### config.mk
export PLATFORM = sky130hd
export DESIGN_NAME = branch_history_tracker
export DESIGN_NICKNAME = d
export VERILOG_FILES = /design/src/rtl/branch_history_tracker.sv
export SDC_FILE = /design/constraint.sdc
export NUM_CORES = 1
export LEC_CHECK = 0
export BUFFER_PORTS_ARGS = -buffer_cell sky130_fd_sc_hd__buf_2
export CAP_MARGIN = 20
export CELL_PAD_IN_SITES_DETAIL_PLACEMENT = 0
export CELL_PAD_IN_SITES_GLOBAL_PLACEMENT = 1
export CORE_MARGIN = 2
export CORE_UTILIZATION = 40
export CTS_CLUSTER_DIAMETER = 30
export DETAILED_ROUTE_END_ITERATION = 16
export PLACE_DENSITY = 0.74
export SLEW_MARGIN = 20
export SYNTH_ARGS = -nofsm -noshare
export SYNTH_HDL_FRONTEND = slang
export SYNTH_SLANG_ARGS = --single-unit
### constraint.sdc
create_clock -name clk -period 8 [get_ports clk]
set_input_delay 0.8 -clock clk [delete_from_list [all_inputs] [get_ports clk]]
set_output_delay 0.8 -clock clk [all_outputs]
set_load 0.05 [all_outputs]
### src/rtl/branch_history_tracker.sv
// branch_history_tracker
// Keeps the speculative global branch history (SH) used for predictor lookup
// and the architectural history (AH) built from retiring branches. Every
// accepted prediction saves the pre-branch SH into a circular checkpoint
// array. A mispredict rolls SH back to the saved entry plus the real
// direction. A flush replaces SH with AH.
//
// Ports:
//   clk, rst            clock, synchronous active-high reset
//   IN_predValid/Taken  conditional branch predicted this cycle, direction
//   OUT_predReady       a free checkpoint slot exists
//   OUT_predCkptID      checkpoint ID given to the current prediction
//   OUT_history         speculative history for predictor lookup
//   IN_mispred*         resolved mispredict: checkpoint ID, actual direction
//   IN_commit*          oldest in-flight branch retires, actual direction
//   OUT_commitHistory   pre-branch history of the oldest checkpoint
//   IN_flush            discard all speculative state
module branch_history_tracker #(
    parameter int HIST_LEN = 16,
    parameter int DEPTH    = 8,
    parameter int ID_W     = $clog2(DEPTH)
) (
    input  logic                clk,
    input  logic                rst,
    input  logic                IN_predValid,
    input  logic                IN_predTaken,
    output logic                OUT_predReady,
    output logic [ID_W-1:0]     OUT_predCkptID,
    output logic [HIST_LEN-1:0] OUT_history,
    input  logic                IN_mispredValid,
    input  logic [ID_W-1:0]     IN_mispredCkptID,
    input  logic                IN_mispredTaken,
    input  logic                IN_commitValid,
    input  logic                IN_commitTaken,
    output logic [HIST_LEN-1:0] OUT_commitHistory,
    input  logic                IN_flush
);

    localparam logic [ID_W:0]   FULL_COUNT = DEPTH[ID_W:0];
    localparam logic [ID_W:0]   CNT_ZERO   = (ID_W+1)'(1'b0);
    localparam logic [ID_W:0]   CNT_ONE    = (ID_W+1)'(1'b1);
    localparam logic [ID_W-1:0] ID_ZERO    = ID_W'(1'b0);
    localparam logic [ID_W-1:0] ID_ONE     = ID_W'(1'b1);
    localparam logic [HIST_LEN-1:0] HIST_ZERO = HIST_LEN'(1'b0);

    logic [HIST_LEN-1:0] sh_r;
    logic [HIST_LEN-1:0] ah_r;
    logic [HIST_LEN-1:0] ck_r [DEPTH];
    logic [ID_W-1:0]     head_r;
    logic [ID_W-1:0]     tail_r;
    logic [ID_W:0]       count_r;

    logic [HIST_LEN-1:0] sh_nxt_s;
    logic [HIST_LEN-1:0] ah_nxt_s;
    logic [ID_W-1:0]     head_nxt_s;
    logic [ID_W-1:0]     tail_nxt_s;
    logic [ID_W:0]       count_nxt_s;
    logic                ck_we_s;

    logic                pred_ready_s;
    logic                commit_s;
    logic [ID_W:0]       commit_dec_s;
    logic [ID_W-1:0]     mis_off_s;
    logic                mis_live_s;
    logic                mispred_s;
    logic                accept_s;

    // Only registered state reaches the outputs, so there is no input-to-output path.
    assign pred_ready_s      = (count_r < FULL_COUNT);
    assign OUT_predReady     = pred_ready_s;
    assign OUT_predCkptID    = tail_r;
    assign OUT_history       = sh_r;
    assign OUT_commitHistory = ck_r[head_r];

    // Event qualification: commit needs a live branch; a mispredict ID must
    // lie in [head, tail), tested as its age from head against count.
    always_comb begin
        commit_s     = IN_commitValid && (count_r != CNT_ZERO);
        commit_dec_s = commit_s ? CNT_ONE : CNT_ZERO;
        mis_off_s    = IN_mispredCkptID - head_r;
        mis_live_s   = ({1'b0, mis_off_s} < count_r);
        mispred_s    = IN_mispredValid && mis_live_s && !IN_flush;
        accept_s     = IN_predValid && pred_ready_s && !IN_mispredValid && !IN_flush;
    end

    // Next-state selection: commit always applies, then flush > mispredict > prediction.
    always_comb begin
        head_nxt_s  = commit_s ? (head_r + ID_ONE) : head_r;
        ah_nxt_s    = commit_s ? {ah_r[HIST_LEN-2:0], IN_commitTaken} : ah_r;
        sh_nxt_s    = sh_r;
        tail_nxt_s  = tail_r;
        count_nxt_s = count_r - commit_dec_s;
        ck_we_s     = 1'b0;
        if (IN_flush) begin
            sh_nxt_s    = ah_nxt_s;
            tail_nxt_s  = head_nxt_s;
            count_nxt_s = CNT_ZERO;
        end else if (mispred_s) begin
            // Keep the mispredicted branch itself, drop everything younger.
            sh_nxt_s    = {ck_r[IN_mispredCkptID][HIST_LEN-2:0], IN_mispredTaken};
            tail_nxt_s  = IN_mispredCkptID + ID_ONE;
            count_nxt_s = {1'b0, mis_off_s} + CNT_ONE - commit_dec_s;
        end else if (accept_s) begin
            sh_nxt_s    = {sh_r[HIST_LEN-2:0], IN_predTaken};
            tail_nxt_s  = tail_r + ID_ONE;
            count_nxt_s = count_r + CNT_ONE - commit_dec_s;
            ck_we_s     = 1'b1;
        end else begin
            ck_we_s     = 1'b0;
        end
    end

    // History, pointer and occupancy registers with synchronous reset.
    always_ff @(posedge clk) begin
        if (rst) begin
            sh_r    <= HIST_ZERO;
            ah_r    <= HIST_ZERO;
            head_r  <= ID_ZERO;
            tail_r  <= ID_ZERO;
            count_r <= CNT_ZERO;
        end else begin
            sh_r    <= sh_nxt_s;
            ah_r    <= ah_nxt_s;
            head_r  <= head_nxt_s;
            tail_r  <= tail_nxt_s;
            count_r <= count_nxt_s;
        end
    end

    // Checkpoint storage: not reset; written with the pre-branch history on accept.
    always_ff @(posedge clk) begin
        if (!rst && ck_we_s) begin
            ck_r[tail_r] <= sh_r;
        end
    end

endmodule
==> results.cfg, run 1 <==
[clock_tree]
cts_tree = built
clk_pin_slew_worst_paths_ns = 0.07
clk_latency_ns = 0.42
clock_tree.buffer_depth = 2
postCtsHoldBufs = 0
cts_sinks = 170
ctsHtreeMaxLevel = 4
cts-resized-gates = 0
root_buffer = clkbuf_16
cts_buffers = 17
postCtsSetupRepairBufs = 0

[final_layout]
utilization_pct = 46.5
finish.instance_area_um2 = 9080
layout-drive-gt1-share_pct = 33.8
multi_input_area_um2 = 3090
fillers = 1719
layoutNonFillerInstCount = 842
fin_nets = 591
areaGrowthSynthToFinish_pct = 13.9
final_common_cell = edfxtp_1
seq_area_um2 = 4690
diodes = 0
layout_common_cells = edfxtp_1 (128), nor2_1 (72), mux4_2 (62)

[run]
drv_cap = 0

[global_route]
antenna_found_initial = 0
grt_pass1_wl_um = 30300
grt.overflow.total = 0
grt_pass1_vias = 5058
grt_usage_pct = 19.0
grt_max_degree = 39

[setup_path]
crit_path_frequent_cell = ha_1
crit_type = primary input to flop
critPathBufInv = 3
startpoint_type = primary input
required_ns = 8.27
path_max_fanout = 17
crit_family = adder cells
arrival_ns = 5.36
end_kind = flop
slowest_stage = clkinv_1
path_cells = buf_2, clkinv_1, ha_1, inv_1, fa_1, xnor2_1, ha_1, a21oi_1, o21a_1, nand3_1, mux2_2, ha_1, or4_1, o311ai_0, a211oi_1
max_stage_delay_ns = 0.62

[power_and_ir_drop]
ir_worst_vdd_uv = 157
internal-power_mw = 1.60
pwr_density_cell_nw_per_um2 = 242
clkPwrFrac_pct = 38.1
leakagePower_nw = 3.09
sw_frac_of_total_pct = 27.2
power.total_mw = 2.19
seqPwrFrac_pct = 45.7
power_switching_mw = 0.596
share_comb_of_total_power_pct = 16.2

[floorplan]
core_um2 = 19500
rows = 51
die_w_um = 145
die_area_um2 = 21100
io_pins = 48
initial_core_util_pct = 40.8
die_y_um = 145

[logic_synthesis]
yosysUniqueCellTypes = 53
synth_enable_flop_cells = 128
synthesis.area_um2 = 7970
synthArstFlopShare_pct = 0
synth_fp_nets = 547
ys_top_cells_by_area = edfxtp_1 (48%), mux4_2 (18%), dfxtp_1 (11%)
synth_seq_area_share_pct = 58.8
synth_cells = 520
synth_top_flop_cell = edfxtp_1
yosysWarnings = 0
netlist.top_cell.by_area = edfxtp_1
syn_avg_cell_area_um2 = 15.3
yosys_register_bits = 170
yosysTopAreaCellShare_pct = 48.2

[placement]
gp_congestion = 0.839
dpl_cell_area_um2 = 8480
io_buffers = 47
place_ws_ns = 2.54
place_inst = 810
hpwl_um = 12300

[drt]
routed_wl_um = 19100
drt-pass1-iter-count = 4
drc_errors = 0
drt_iter0_markers = 375
routedWlPerCell_um = 22.7
postRouteAntennaNets = 0
vias = 4786
viasPerCell = 5.68

[timing]
final_max_slew_viol_count = 0
setup_viol = 0
slew_headroom_pct = 31.4
period_share_pct = 63.6
fmax_mhz = 196
tightest_slew_ns = 1.02
final.min_clock_period_ns = 5.09
finClkSkew_ns = 0.00816
setup_ws_ns = 2.91
timing.hold.ws_ns = 0.488
finalSetupTns_ns = 0
rsz0062_at_grt = false
hold_viol_final = 0

[hold_path]
hold_path.class = flop to flop

[status]
outcome = complete, no violations
## cell type report
cell class	count	area share [%]
Timing Repair Buffer	59	3.58
Clock inverter	14	1.89
Multi-Input combinational cell	303	34.0
Tap cell	265	3.65
Inverter	13	0.565
Clock buffer	18	4.73
Sequential cell	170	51.6
## state kept, by name, summed over array words and instances (netlist names)
signal          flops
ck_r              128
OUT_history        16
ah_r               16
count_r             4
OUT_predCkptID      3
head_r              3
## per-layer routing
layer | vias to the layer above | global-route usage (%) | share of wire (%)
met5 | - | 0 | 0
met4 | 0 | 7.40 | 2.9
met3 | 37 | 3.58 | 6.1
met2 | 176 | 30.2 | 48
met1 | 2438 | 26.2 | 43
li1 | 2135 | - | -
## worst register-to-register path, stage by stage (launching register included)
cell and delay, ns:
dfxtp_2 0.34, ha_1 0.14, inv_1 0.05, fa_1 0.38, xnor2_1 0.24, ha_1 0.30
a21oi_1 0.18, o21a_1 0.24, nand3_1 0.54, mux2_2 0.49, ha_1 0.24, or4_1 0.51
o311ai_0 0.10, a211oi_1 0.12
## cells in the mapped netlist, types with 5 or more instances
cell type  count
xnor2_1        5
a211oi_1      14
clkbuf_1      14
mux2_2        18
nor3_1         5
nand2_1       24
o21ai_0        6
inv_1         11
buf_2         12
mux2i_1       15
mux4_2        62
nor2_1        72
edfxtp_1     128
o211ai_1       5
o221a_2       11
a21oi_1       13
dfxtp_1       42
ha_1          14
## final timing paths
path / startpoint / end / slack [ns] / depth (start not counted)
setup reg to reg: head_r[0]$_SDFF_PP0_ / OUT_predCkptID[2]$_SDFFE_PP0P_ / 3.98 / 13
hold reg to reg: ah_r[5]$_SDFF_PP0_ / ah_r[6]$_SDFF_PP0_ / 0.49 / 2
hold / removal: ah_r[5]$_SDFF_PP0_ / ah_r[6]$_SDFF_PP0_ / 0.49 / 2
setup / recovery: IN_mispredCkptID[0] / OUT_predCkptID[2]$_SDFFE_PP0P_ / 2.91 / 15
## power by group through the flow
stage / clock (mW) / sequential, mW / combinational (mW)
2_1_floorplan: 0 / 1.04 / 0.260
3_3_place_gp: 0 / 1.02 / 0.353
3_5_place_dp: 0 / 1.02 / 0.356
4_1_cts: 0.846 / 1.00 / 0.358
5_1_grt: 0.884 / 1.01 / 0.385
6_report: 0.835 / 1.00 / 0.356
## cell families after synthesis
logic type / synth area share (%)
adders and majority gates: 2.45
DFF: 58.8
AOI/OAI and AO/OA: 6.14
xor gates and xnor gates: 0.989
and+or+nand+nor: 6.83
buffers and inverters: 2.90
muxes: 21.9
Power figures use the tool's default switching activity.
==> inputs of run 2 (changes only) <==
Settings changed: ABC_AREA set to 1, PLACE_DENSITY 0.74 to 0.82.
Clock period 8 ns to 4.35 ns, I/O delays scaled along.
==> results.cfg, run 2 <==
[final_layout]
finish.instance_area_um2 = 9420
areaGrowthSynthToFinish_pct = 11.5
layoutNonFillerInstCount = 1267
top_register = ck_r
utilization_pct = 45.1
diodes = 0
fillers = 2021
largest_reg_flops = 128
fin_nets = 1006
layout_common_cells = nand2_1 (175), o21ai_0 (141), edfxtp_1 (128)
layout-drive-gt1-share_pct = 12.0
final_common_cell = nand2_1

[power_and_ir_drop]
ir_worst_vdd_uv = 342
leakagePower_nw = 3.71
power.total_mw = 4.63
pwr_density_cell_nw_per_um2 = 492

[setup_path]
end_kind = flop
worstReg2RegStart = head_r[2]$_SDFF_PP0_
path_max_fanout = 12
max_stage_delay_ns = 0.54
path_cells = buf_4, xnor2_1, xor2_1, ha_1, inv_1, nor2_1, nand2_2, nand3_1, nand2_1, o21ai_0, ha_1, nand2_1, o21ai_0, a21oi_1, nor2_1
setup.worst_path.start = head_r[2]$_SDFF_PP0_
required_ns = 4.67
startpoint_type = flop
arrival_ns = 3.40
crit_family = simple AND/OR/NAND/NOR gates
slowest_stage = dfxtp_1
crit_type = flop to flop
critPathBufInv = 2

[drt]
drt-pass1-iter-count = 5
routed_wl_um = 22500
viasPerCell = 5.33
routedWlPerCell_um = 17.8
drt_iter0_markers = 481
vias = 6754
postRouteAntennaNets = 0
drc_errors = 0

[logic_synthesis]
yosysWarnings = 0
syn_avg_cell_area_um2 = 8.84
synth_most_common_cell = nand2_1
synth.top_cells.by_count = nand2_1 (175), o21ai_0 (141), edfxtp_1 (128)
synth_cells = 955
netlist.top_cell.by_area = edfxtp_1
synth_top_flop_cell = edfxtp_1
synthArstFlopShare_pct = 0
synthesis.area_um2 = 8450
synth_seq_area_share_pct = 55.5
synth_enable_flop_cells = 128
ys_top_cells_by_area = edfxtp_1 (46%), dfxtp_1 (10%), o21ai_0 (8.4%)
yosysUniqueCellTypes = 32
yosys_register_bits = 170
yosysTopAreaCellShare_pct = 45.5
synth_fp_nets = 982

[clock_tree]
clk_pin_slew_worst_paths_ns = 0.07
clk_latency_ns = 0.43
root_buffer = clkbuf_16
postCtsHoldBufs = 0
clock_tree.buffer_depth = 2
ctsHtreeMaxLevel = 4
cts_buffers = 17
cts_tree = built
cts-resized-gates = 0
cts_sinks = 170
postCtsSetupRepairBufs = 0

[timing]
final.min_clock_period_ns = 3.08
setup_viol = 0
period_share_pct = 70.7
slew_headroom_pct = 33.2
tightest_slew_ns = 1.00
finalSetupTns_ns = 0
setup_ws_ns = 1.27
timing.hold.ws_ns = 0.303
rsz0062_at_grt = false
final_max_slew_viol_count = 0
finClkSkew_ns = 0.0116
hold_viol_final = 0
fmax_mhz = 325

[placement]
io_buffers = 47
place_ws_ns = 1.10
dpl_cell_area_um2 = 8840
place_inst = 1235
hpwl_um = 13100
gp_congestion = 0.778

[run]
drv_cap = 0

[global_route]
grt_pass1_vias = 6313
grt_max_degree = 94
grt_pass1_wl_um = 35100
grt.overflow.total = 0
antenna_found_initial = 0
grt_usage_pct = 21.0

[hold_path]
holdCritStartpoint = IN_predTaken
hold_path.class = primary input to flop

[floorplan]
die_y_um = 149
die_area_um2 = 22300
die_w_um = 149
io_pins = 48
core_um2 = 20900
initial_core_util_pct = 40.4
rows = 53

[status]
outcome = complete, no violations
==> run 2: changes by cell type in the layout (fill, tap and decap cells not counted), moves of 16 or more <==
cell	change
mux4_2	-62
a31oi_1	+16
mux2_2	-18
inv_1	+65
o21ai_1	+52
nor2_1	+44
o21ai_0	+135
nand2_1	+151
a21oi_1	+55
==> run 2: cell families (layout without fill, tap and decap cells) <==
family                   count (synthesis)  in the layout  share of synthesized area [%]
flip-flops                             170            170                           55.5
XOR/XNOR                                 8              8                          0.830
AND/OR/NAND/NOR                        319            319                           14.9
AO/OA/AOI/OAI                          299            299                           18.7
adder cells (fa/ha/maj)                 15             15                           2.31
buffers and inverters                  144            181                           7.85
==> run 2: final timing paths <==
kind	to	slack (ns)	cells past startpoint
hold reg to reg	ah_r[15]$_SDFF_PP0_	0.50	2
setup reg to reg	OUT_predCkptID[1]$_SDFFE_PP0P_	1.27	15
hold / removal	OUT_history[0]$_SDFFE_PP0P_	0.30	5
setup / recovery	OUT_predCkptID[1]$_SDFFE_PP0P_	1.27	15
==> run 2: routing by layer <==
metal / share of wire [%] / global-route usage [%] / wire length [um] / vias to the layer above
met5: 0 / 0 / 0 / -
met4: 2.4 / 7.24 / 547 / 0
met3: 6.6 / 3.73 / 1480 / 35
met2: 45 / 32.5 / 10100 / 244
met1: 46 / 29.8 / 10400 / 3167
li1: - / - / - / 3308
==> run 2: worst min-delay path, stage by stage <==
cell,delay (ns)
buf_2,0.08
nand2_1,0.04
nand2_1,0.05
nor2_1,0.04
nor2_1,0.06
==> run 2: final cells by class <==
cell class	count	area (um^2)	share of cell area [%]
clock buffers	18	429	4.56
clock inverters	14	148	1.57
inverters	84	318	3.37
multi-input cells	641	3120	33.2
flip-flops and latches	170	4690	49.8
well taps	275	344	3.65
repair buffers	65	370	3.93
==> run 2: report_power, final <==
group,total (mW),switching (mW),internal [mW],leakage [nW]
Sequential,1.99,0.116,1.88,1.52
Combinational,1.16,0.858,0.300,1.92
Clock,1.48,0.635,0.846,0.270
==> inputs of run 3 (changes only) <==
Settings changed: ABC_AREA 1 to 0, PLACE_DENSITY 0.82 to 0.77.
Clock period 4.35 ns to 2.6 ns, I/O delays scaled along.
==> results.cfg, run 3 (synthesis results as in run 1) <==
[status]
outcome = finished with violations
violations = setup timing

[floorplan]
rows = 51
io_pins = 48
die_y_um = 145
core_um2 = 19500
die_area_um2 = 21100
die_w_um = 145
initial_core_util_pct = 40.8

[global_route]
antenna_found_initial = 0
grt_usage_pct = 19.3
grt_pass1_vias = 5113
grt.overflow.total = 0
grt_pass1_wl_um = 30400
grt_max_degree = 35

[timing]
hold_viol_final = 0
slew_headroom_pct = 52.1
fmax_mhz = 324
final_max_slew_viol_count = 0
finClkSkew_ns = 0.00804
tightest_slew_ns = 0.718
rsz0062_at_grt = true
setup_ws_ns = -0.482
final.min_clock_period_ns = 3.08
setup_viol = 20
period_share_pct = 119
timing.hold.ws_ns = 0.133

[setup_path]
rr_worst_depth = 14
setup.worst_path.end = OUT_predCkptID[2]$_SDFFE_PP0P_
max_stage_delay_ns = 0.35
path_cells = ha_4, inv_2, fa_2, xnor2_2, ha_1, a21oi_2, o21a_1, nand3_2, mux2_4, ha_4, a41o_1, a41oi_2, o311ai_1, a211oi_1
rr_endpoint = OUT_predCkptID[2]$_SDFFE_PP0P_
worst-path-stages = 14
slowest_stage = dfxtp_2
arrival_ns = 3.42
crit_type = flop to flop
startpoint_type = flop
worstReg2RegStart = head_r[0]$_SDFF_PP0_
required_ns = 2.94
end_kind = flop
setup.worst_path.start = head_r[0]$_SDFF_PP0_
critPathBufInv = 1
crit_family = compound AO/OA/AOI/OAI gates
path_max_fanout = 3
regToRegSetupSlack_ns = -0.48
crit_path_frequent_cell = ha_4

[clock_tree]
clock_tree.buffer_depth = 2
root_buffer = clkbuf_16
clk_latency_ns = 0.43
postCtsHoldBufs = 0
cts_buffers = 17
cts_tree = built
cts_sinks = 170
clk_pin_slew_worst_paths_ns = 0.07
ctsHtreeMaxLevel = 4

[placement]
gp_congestion = 0.812
hpwl_um = 12800
io_buffers = 47
place_inst = 844

[drt]
drt_iter0_markers = 414
vias = 4929
postRouteAntennaNets = 0
drt-pass1-iter-count = 5
drc_errors = 0
viasPerCell = 5.62
routedWlPerCell_um = 22.6
routed_wl_um = 19800

[final_layout]
layout-drive-gt1-share_pct = 39.7
largest_reg_flops = 128
areaGrowthSynthToFinish_pct = 18.5
layout_common_cells = edfxtp_1 (128), nor2_1 (71), mux4_2 (62)
fin_nets = 626
layoutNonFillerInstCount = 877
top_register = ck_r
final_common_cell = edfxtp_1
fillers = 1733
diodes = 0

[hold_path]
hold_path.class = primary input to flop
holdCritStartpoint = IN_commitTaken

[power_and_ir_drop]
ir_worst_vdd_uv = 460
leakagePower_nw = 3.27
pwr_density_cell_nw_per_um2 = 711

[run]
drv_cap = 0
-- run 3: timing repair --
action                                  CTS  global route
endpoints found under the hold margin     0             0
gates resized for setup                   5             6
pin swaps                                 8             4
endpoints found under the setup margin   31            33
setup buffers                             2             0
-- run 3: cell type report --
cell class,count,area (um^2),area share [%]
flip-flops and latches,170,4690,49.6
clock buffers,20,447,4.73
multi-input cells,303,3180,33.7
inverters,13,63.8,0.675
clock inverters,12,115,1.22
repair buffers,94,621,6.57
well taps,265,332,3.51
-- run 3: worst min-delay path by stage --
| stage | to | cells past startpoint |
|---|---|---|
| 2_1_floorplan | ah_r[0]$_SDFF_PP0_ | 2 |
| 6_report | ah_r[0]$_SDFF_PP0_ | 3 |
| 3_5_place_dp | ah_r[6]$_SDFF_PP0_ | 2 |
| 3_3_place_gp | ah_r[15]$_SDFF_PP0_ | 2 |
| 5_1_grt | ah_r[0]$_SDFF_PP0_ | 3 |
| 4_1_cts | ah_r[0]$_SDFF_PP0_ | 3 |
-- run 3: report_power, final --
group          leakage (nW)  total (mW)  switching (mW)  internal [mW]
clock                 0.257        2.40            1.05           1.35
combinational          1.48        1.23           0.728          0.504
sequential             1.53        3.09          0.0996           2.99
total                  3.27        6.72            1.88           4.84
-- run 3: layer usage --
layer / GRT usage [%] / up-vias / routed length (um)
met5: 0 / - / 0
met4: 4.90 / 0 / 205
met3: 3.81 / 28 / 1070
met2: 33.8 / 157 / 10400
met1: 24.9 / 2533 / 8170
li1: - / 2211 / -
-- run 3: through the flow --
stage	TNS [ns]	util, %	instance area, um^2	power [mW]	setup WS, ns
after floorplan	-1.51	-	8100	4.02	-0.758
after global placement	-2.31	45.2	8830	4.33	-0.562
after detailed placement	-2.57	45.2	8830	4.35	-0.619
after CTS	-3.44	48.3	9430	6.75	-0.380
after global routing	-5.92	48.4	9450	6.95	-0.543
final	-2.65	48.4	9450	6.72	-0.482
-- run 3: tightest hold or removal path, delay by kind of cell --
family / cells / cell delay (ns)
buf+inv: 1 / 0.10
simple gates: 1 / 0.09
compound gates: 1 / 0.07
